<file path="src/rtl/f_result_accumulator_if.sv">
// Stream bundle between the F datapath, the block accumulator and its consumer.
// Carries the sample input stream and the per-block result stream.
interface f_result_accumulator_if #(
  parameter int ACC_W = 24
) ();
  // sample stream from the combinational F datapath
  logic             in_valid;
  logic             in_ready;
  logic [15:0]      in_f;
  logic             flush;

  // per-block result stream towards the consumer
  logic             out_valid;
  logic             out_ready;
  logic [ACC_W-1:0] out_sum;
  logic [15:0]      out_max;
  logic [7:0]       out_count;
  logic             out_ovf;

  // accumulator side: takes samples, produces block results
  modport slave (
    input  in_valid, in_f, flush, out_ready,
    output in_ready, out_valid, out_sum, out_max, out_count, out_ovf
  );

  // environment side: produces samples, consumes block results
  modport master (
    output in_valid, in_f, flush, out_ready,
    input  in_ready, out_valid, out_sum, out_max, out_count, out_ovf
  );
endinterface

</file>
<file path="src/rtl/f_result_accumulator.sv">
// Block accumulator for the F = ((A >> i) + (B << j)) * C result stream.
// Collects COUNT samples (or fewer on flush) and reports sum, max, count and a
// sticky carry-out flag over a valid/ready result handshake.
module f_result_accumulator #(
  parameter int COUNT = 4,
  parameter int ACC_W = 24
) (
  input  logic                 clk,
  input  logic                 rst,
  f_result_accumulator_if.slave bus
);

  typedef enum logic [1:0] {
    IDLE = 2'd0,
    ACC  = 2'd1,
    DONE = 2'd2
  } state_t;

  localparam logic [7:0] COUNT_LAST = 8'(COUNT);

  state_t           state_reg, state_next;
  logic [ACC_W-1:0] sum_reg, sum_next;
  logic [15:0]      max_reg, max_next;
  logic [7:0]       cnt_reg, cnt_next;
  logic             ovf_reg, ovf_next;

  logic             in_ready_int;
  logic             out_valid_int;
  logic             accept;
  logic             handshake;
  logic             block_full;
  logic             flush_close;
  logic [7:0]       cnt_inc;
  logic [ACC_W:0]   sum_wide;
  logic [ACC_W-1:0] sum_masked;

  // Handshake qualifiers shared by the next-state and datapath logic.
  assign accept      = bus.in_valid && in_ready_int;
  assign handshake   = out_valid_int && bus.out_ready;
  assign cnt_inc     = cnt_reg + 8'd1;
  assign sum_wide    = {1'b0, sum_reg} + {{(ACC_W-15){1'b0}}, bus.in_f};
  assign block_full  = accept && (cnt_inc == COUNT_LAST);
  // An empty block never closes on flush; a flush with an accept includes it.
  assign flush_close = bus.flush && ((cnt_reg != 8'd0) || accept);

  // State and accumulator registers; reset discards any partial or pending block.
  always_ff @(posedge clk) begin
    if (rst) begin
      state_reg <= IDLE;
      sum_reg   <= '0;
      max_reg   <= '0;
      cnt_reg   <= '0;
      ovf_reg   <= 1'b0;
    end else begin
      state_reg <= state_next;
      sum_reg   <= sum_next;
      max_reg   <= max_next;
      cnt_reg   <= cnt_next;
      ovf_reg   <= ovf_next;
    end
  end

  // Next-state: IDLE lasts one cycle, ACC closes on full or flush, DONE waits for the consumer.
  always_comb begin
    state_next = state_reg;
    case (state_reg)
      IDLE: state_next = ACC;
      ACC: begin
        if (block_full || flush_close) begin
          state_next = DONE;
        end
      end
      DONE: begin
        if (handshake) begin
          state_next = ACC;
        end
      end
      default: state_next = IDLE;
    endcase
  end

  // Accumulator update: add/compare/count on accept, clear once the result is taken.
  always_comb begin
    sum_next = sum_reg;
    max_next = max_reg;
    cnt_next = cnt_reg;
    ovf_next = ovf_reg;
    if (state_reg == ACC && accept) begin
      sum_next = sum_wide[ACC_W-1:0];
      ovf_next = ovf_reg | sum_wide[ACC_W];
      cnt_next = cnt_inc;
      if (cnt_reg == 8'd0 || bus.in_f > max_reg) begin
        max_next = bus.in_f;
      end
    end else if (state_reg == DONE && handshake) begin
      sum_next = '0;
      max_next = '0;
      cnt_next = '0;
      ovf_next = 1'b0;
    end
  end

  // Output decode: ready only in ACC, valid only in DONE, both forced low during reset.
  always_comb begin
    in_ready_int  = 1'b0;
    out_valid_int = 1'b0;
    if (!rst) begin
      in_ready_int  = (state_reg == ACC);
      out_valid_int = (state_reg == DONE);
    end
  end

  // Result fields read as zero whenever no result is being offered.
  generate
    for (genvar gi = 0; gi < ACC_W; gi++) begin : g_sum_mask
      assign sum_masked[gi] = sum_reg[gi] & out_valid_int;
    end
  endgenerate

  assign bus.in_ready  = in_ready_int;
  assign bus.out_valid = out_valid_int;
  assign bus.out_sum   = sum_masked;
  assign bus.out_max   = out_valid_int ? max_reg : 16'd0;
  assign bus.out_count = out_valid_int ? cnt_reg : 8'd0;
  assign bus.out_ovf   = out_valid_int & ovf_reg;

  // Never offer a result while taking samples.
  a_exclusive: assert property (@(posedge clk) !(in_ready_int && out_valid_int));

  // A stalled result stays in DONE with unchanged fields.
  a_hold: assert property (@(posedge clk) disable iff (rst)
    (out_valid_int && !bus.out_ready) |=>
      (state_reg == DONE && $stable(sum_reg) && $stable(max_reg) &&
       $stable(cnt_reg) && $stable(ovf_reg)));

  // The sample counter never runs past the block size.
  a_cnt_range: assert property (@(posedge clk) cnt_reg <= COUNT_LAST);

endmodule

</file>
<file path="src/flat_wrapper.sv">
// flat-port wrapper written by rule: the top's interface ports become plain ports
module f_result_accumulator_flat 
#(
  parameter int COUNT = 4,
  parameter int ACC_W = 24
)
  (clk, rst, bus_in_valid, bus_in_f, bus_flush, bus_out_ready, bus_in_ready, bus_out_valid, bus_out_sum, bus_out_max, bus_out_count, bus_out_ovf);
  f_result_accumulator_if #(.ACC_W(ACC_W)) bus_i ();
  input  logic clk;
  input  logic rst;
  input wire logic [$bits(bus_i.in_valid)-1:0] bus_in_valid;
  input wire logic [$bits(bus_i.in_f)-1:0] bus_in_f;
  input wire logic [$bits(bus_i.flush)-1:0] bus_flush;
  input wire logic [$bits(bus_i.out_ready)-1:0] bus_out_ready;
  output wire logic [$bits(bus_i.in_ready)-1:0] bus_in_ready;
  output wire logic [$bits(bus_i.out_valid)-1:0] bus_out_valid;
  output wire logic [$bits(bus_i.out_sum)-1:0] bus_out_sum;
  output wire logic [$bits(bus_i.out_max)-1:0] bus_out_max;
  output wire logic [$bits(bus_i.out_count)-1:0] bus_out_count;
  output wire logic [$bits(bus_i.out_ovf)-1:0] bus_out_ovf;
  assign bus_i.in_valid = bus_in_valid;
  assign bus_i.in_f = bus_in_f;
  assign bus_i.flush = bus_flush;
  assign bus_i.out_ready = bus_out_ready;
  assign bus_in_ready = bus_i.in_ready;
  assign bus_out_valid = bus_i.out_valid;
  assign bus_out_sum = bus_i.out_sum;
  assign bus_out_max = bus_i.out_max;
  assign bus_out_count = bus_i.out_count;
  assign bus_out_ovf = bus_i.out_ovf;
  f_result_accumulator #(.COUNT(COUNT), .ACC_W(ACC_W)) u_core (.clk(clk), .rst(rst), .bus(bus_i));
endmodule
</file>
<file path="config.mk">
export PLATFORM = sky130hd
export DESIGN_NAME = f_result_accumulator_flat
export DESIGN_NICKNAME = d
export VERILOG_FILES = /design/src/rtl/f_result_accumulator_if.sv /design/src/rtl/f_result_accumulator.sv /design/src/flat_wrapper.sv
export SDC_FILE = /design/constraint.sdc
export NUM_CORES = 1
export LEC_CHECK = 0
export BUFFER_PORTS_ARGS = -buffer_cell sky130_fd_sc_hd__buf_2
export CAP_MARGIN = 20
export CORE_MARGIN = 5
export CORE_UTILIZATION = 35
export CTS_CLUSTER_DIAMETER = 150
export DETAILED_ROUTE_END_ITERATION = 10
export PLACE_DENSITY = 0.52
export SKIP_LAST_GASP = 1
export SLEW_MARGIN = 5
export SYNTH_ARGS = -nofsm -noshare
export SYNTH_HDL_FRONTEND = slang
export SYNTH_SLANG_ARGS = --single-unit
export TNS_END_PERCENT = 1
</file>
<file path="constraint.sdc">
create_clock -name clk -period 3.2 [get_ports clk]
set_input_delay 0.32 -clock clk [delete_from_list [all_inputs] [get_ports clk]]
set_output_delay 0.32 -clock clk [all_outputs]
set_load 0.02 [all_outputs]
</file>
==> results.cfg <==
[critical_path]
rrSetupSlack_ns = 0.67
r2r_end = u_core.sum_reg[12]
reg2reg_from = u_core.sum_reg[0]
cp-end-kind = register
worstPathRequired_ns = 3.40
crit_start = u_core.sum_reg[0]
cp_data_arrival_time_ns = 2.73
cp_max_fo = 3
path_buf_inv = 0
crit_cells = 9
critPathTopFamily = compound AO/OA/AOI/OAI gates
reg2reg_depth = 9
cp_slowest_cell = a2111oi_0
crit_type = register to register
start_kind = register
max_stage_delay_ns = 0.45
crit_chain = ha_1, fa_1, a211oi_1, o21bai_1, a2111oi_0, or3_1, a21oi_1, xnor2_1, o21ai_0

[synth]
syn_area_sq_um = 3530
ys_seq_area_share_pct = 28.9
syn_nets = 488
synth_top_area_share_pct = 28.9
avgSynthCellArea_sq_um = 8.16
synth_top_family_by_area = compound AO/OA/AOI/OAI gates
ys_types = 55
synth_area_leaders = dfxtp_1 (29%), ha_1 (12%), and2_1 (5.9%)
synth_cells = 432
yosys-mux-area-fraction_pct = 1.99
synth_compound_area_share_pct = 24.2
synth_xor_area_share_pct = 3.48
ys.warnings.count = 0
ys_ff_latch = 51
synthSimpleGateAreaFrac_pct = 23.5
synth_top_cell_by_area = dfxtp_1
yosys.area_share.adder_pct = 12.6

[clocking]
post_cts_buffers = 0
cts_hold_buf = 0
htreeDepth = 2
clkSinkCount = 51
clock_latency_ns = 0.30
ctsRootBufferMaster = clkbuf_8
cts_made_buffers = 5
cts_buffer_depth = 2
cts_tree = built
cts.clk_slew.worst_paths_ns = 0.10
cts_resized = 0

[min_path]
hp-start = bus_in_f[0]
hold_depth = 2
whs_endpoint = u_core.max_reg[0]
hold_class = primary input to register

[timing]
rsz0062_at_grt = no
slew_viol_final = 0
maxSlewHeadroom_pct = 65.8
tightest_slew_ns = 0.510
fin_skew_ns = 0.00960
finalSetupTns_ns = 0
fin_crit_ns = 2.53
clock.fmax_mhz = 395
report.final.hold_viol_count = 0
setup_viol = 0
finalCritPeriodShare_pct = 79.1

[die]
rows = 36
io_pins = 72
die_h_um = 110
coreArea_sq_um = 9820
dieArea_sq_um = 12200
start_util_pct = 35.9
die_w_um = 110

[run]
drv_cap = 0

[global_routing]
grt_pass1_wl_um = 16600
grt_overflow = 0
met3_usage_pct = 2.45
gr-usage-met1_pct = 23.3
met2_usage_pct = 28.7
grt_max_degree = 26
top_usage_layer = met2
grt_pass1_vias = 3309
grt_usage_pct = 17.1
antenna_found_initial = 0

[cells_and_area]
nets = 552
seqCellArea_sq_um = 1020
drive_gt1_share_pct = 22.9
mostFrequentLayoutCell = buf_2
multi_input_area_sq_um = 2320
largest_reg_flops = 24
syn2layout_area_growth_pct = 16.3
finalCoreUtilization_pct = 41.8
final_cell_mix = buf_2 (71), dfxtp_1 (51), nand2_1 (39)
diodes = 0
fill_cells = 1094

[place]
gp_congestion = 0.864
hpwl_um = 7610
portBuffers = 71

[routing]
firstDrtPassIters = 4
viasPerCell = 5.27
routed-via-count = 3317
drt_wl_total_um = 10000
post_drt_wl_per_cell_um = 15.9
antenna_left = 0
drc = 0
drt_iter0_markers = 164

[power]
power.density_nw_per_um2 = 354
leakage_nw = 1.87
ir_drop_uv = 178

[status]
status = complete, no violations
-- worst max path at each step --
stage | to | slack (ns)
6_report | u_core.sum_reg[12] | 0.67
3_3_place_gp | u_core.sum_reg[20] | 0.65
2_1_floorplan | u_core.sum_reg[12] | 0.98
4_1_cts | u_core.sum_reg[12] | 0.72
5_1_grt | u_core.sum_reg[20] | 0.46
3_5_place_dp | u_core.sum_reg[12] | 0.57
-- layout make-up --
type,instances,area share (%)
Sequential cell,51,24.9
Timing Repair Buffer,80,10.3
Inverter,23,2.10
Tap cell,133,4.06
Clock inverter,1,0.122
Multi-Input combinational cell,335,56.7
Clock buffer,7,1.86
-- metal layers --
metal,share of wire (%),vias to the layer above
met5,0,-
met4,0.71,0
met3,4.3,6
met2,47,71
met1,48,1557
li1,-,1683
-- through the flow --
stage | hold WS [ns] | cells | setup slack, ns | area (sq um) | total power [W]
CTS | 0.258 | 630 | 0.718 | 4100 | 0.00147
detailed placement | 0.455 | 622 | 0.566 | 4020 | 0.00109
finish | 0.272 | 630 | 0.670 | 4100 | 0.00145
global placement | 0.460 | 622 | 0.650 | 4020 | 0.00108
global route | 0.265 | 630 | 0.463 | 4100 | 0.00155
floorplan | 0.417 | 432 | 0.978 | 3530 | 0.000975
-- cell usage after synthesis (all sizes together) --
cell / number
dfxtp: 51
nand2: 39
ha: 34
and2: 33
a21oi: 29
o21ai: 26
nor2: 25
inv: 23
a22o: 20
nor4: 20
nand3: 18
clkbuf: 17
a21o: 10
xnor2: 8
a211oi: 7
mux2i: 7
buf: 6
nor3: 6
xor2: 6
a22oi: 5
nand4: 5
o21bai: 4
o31ai: 4
or3: 4
and3: 3
nor2b: 3
a31o: 2
nor3b: 2
o21a: 2
a2111oi: 1
a21bo: 1
a311oi: 1
a31oi: 1
fa: 1
o2111ai: 1
o211a: 1
o211ai: 1
o221ai: 1
o22a: 1
o22ai: 1
o2bb2ai: 1
or2: 1
-- power breakdown --
part	internal [W]	switching (W)	total, W
combinational	0.000147	0.000229	0.000376
sequential	0.000668	0.0000293	0.000697
clock	0.000155	0.000223	0.000378
-- cell families after synthesis --
family | after synthesis
and+or+nand+nor | 159
AOI/OAI and AO/OA | 120
DFF | 51
buffers and inverters | 46
adders and majority gates | 35
xor gates and xnor gates | 14
muxes | 7
Power figures use the tool's default switching activity.
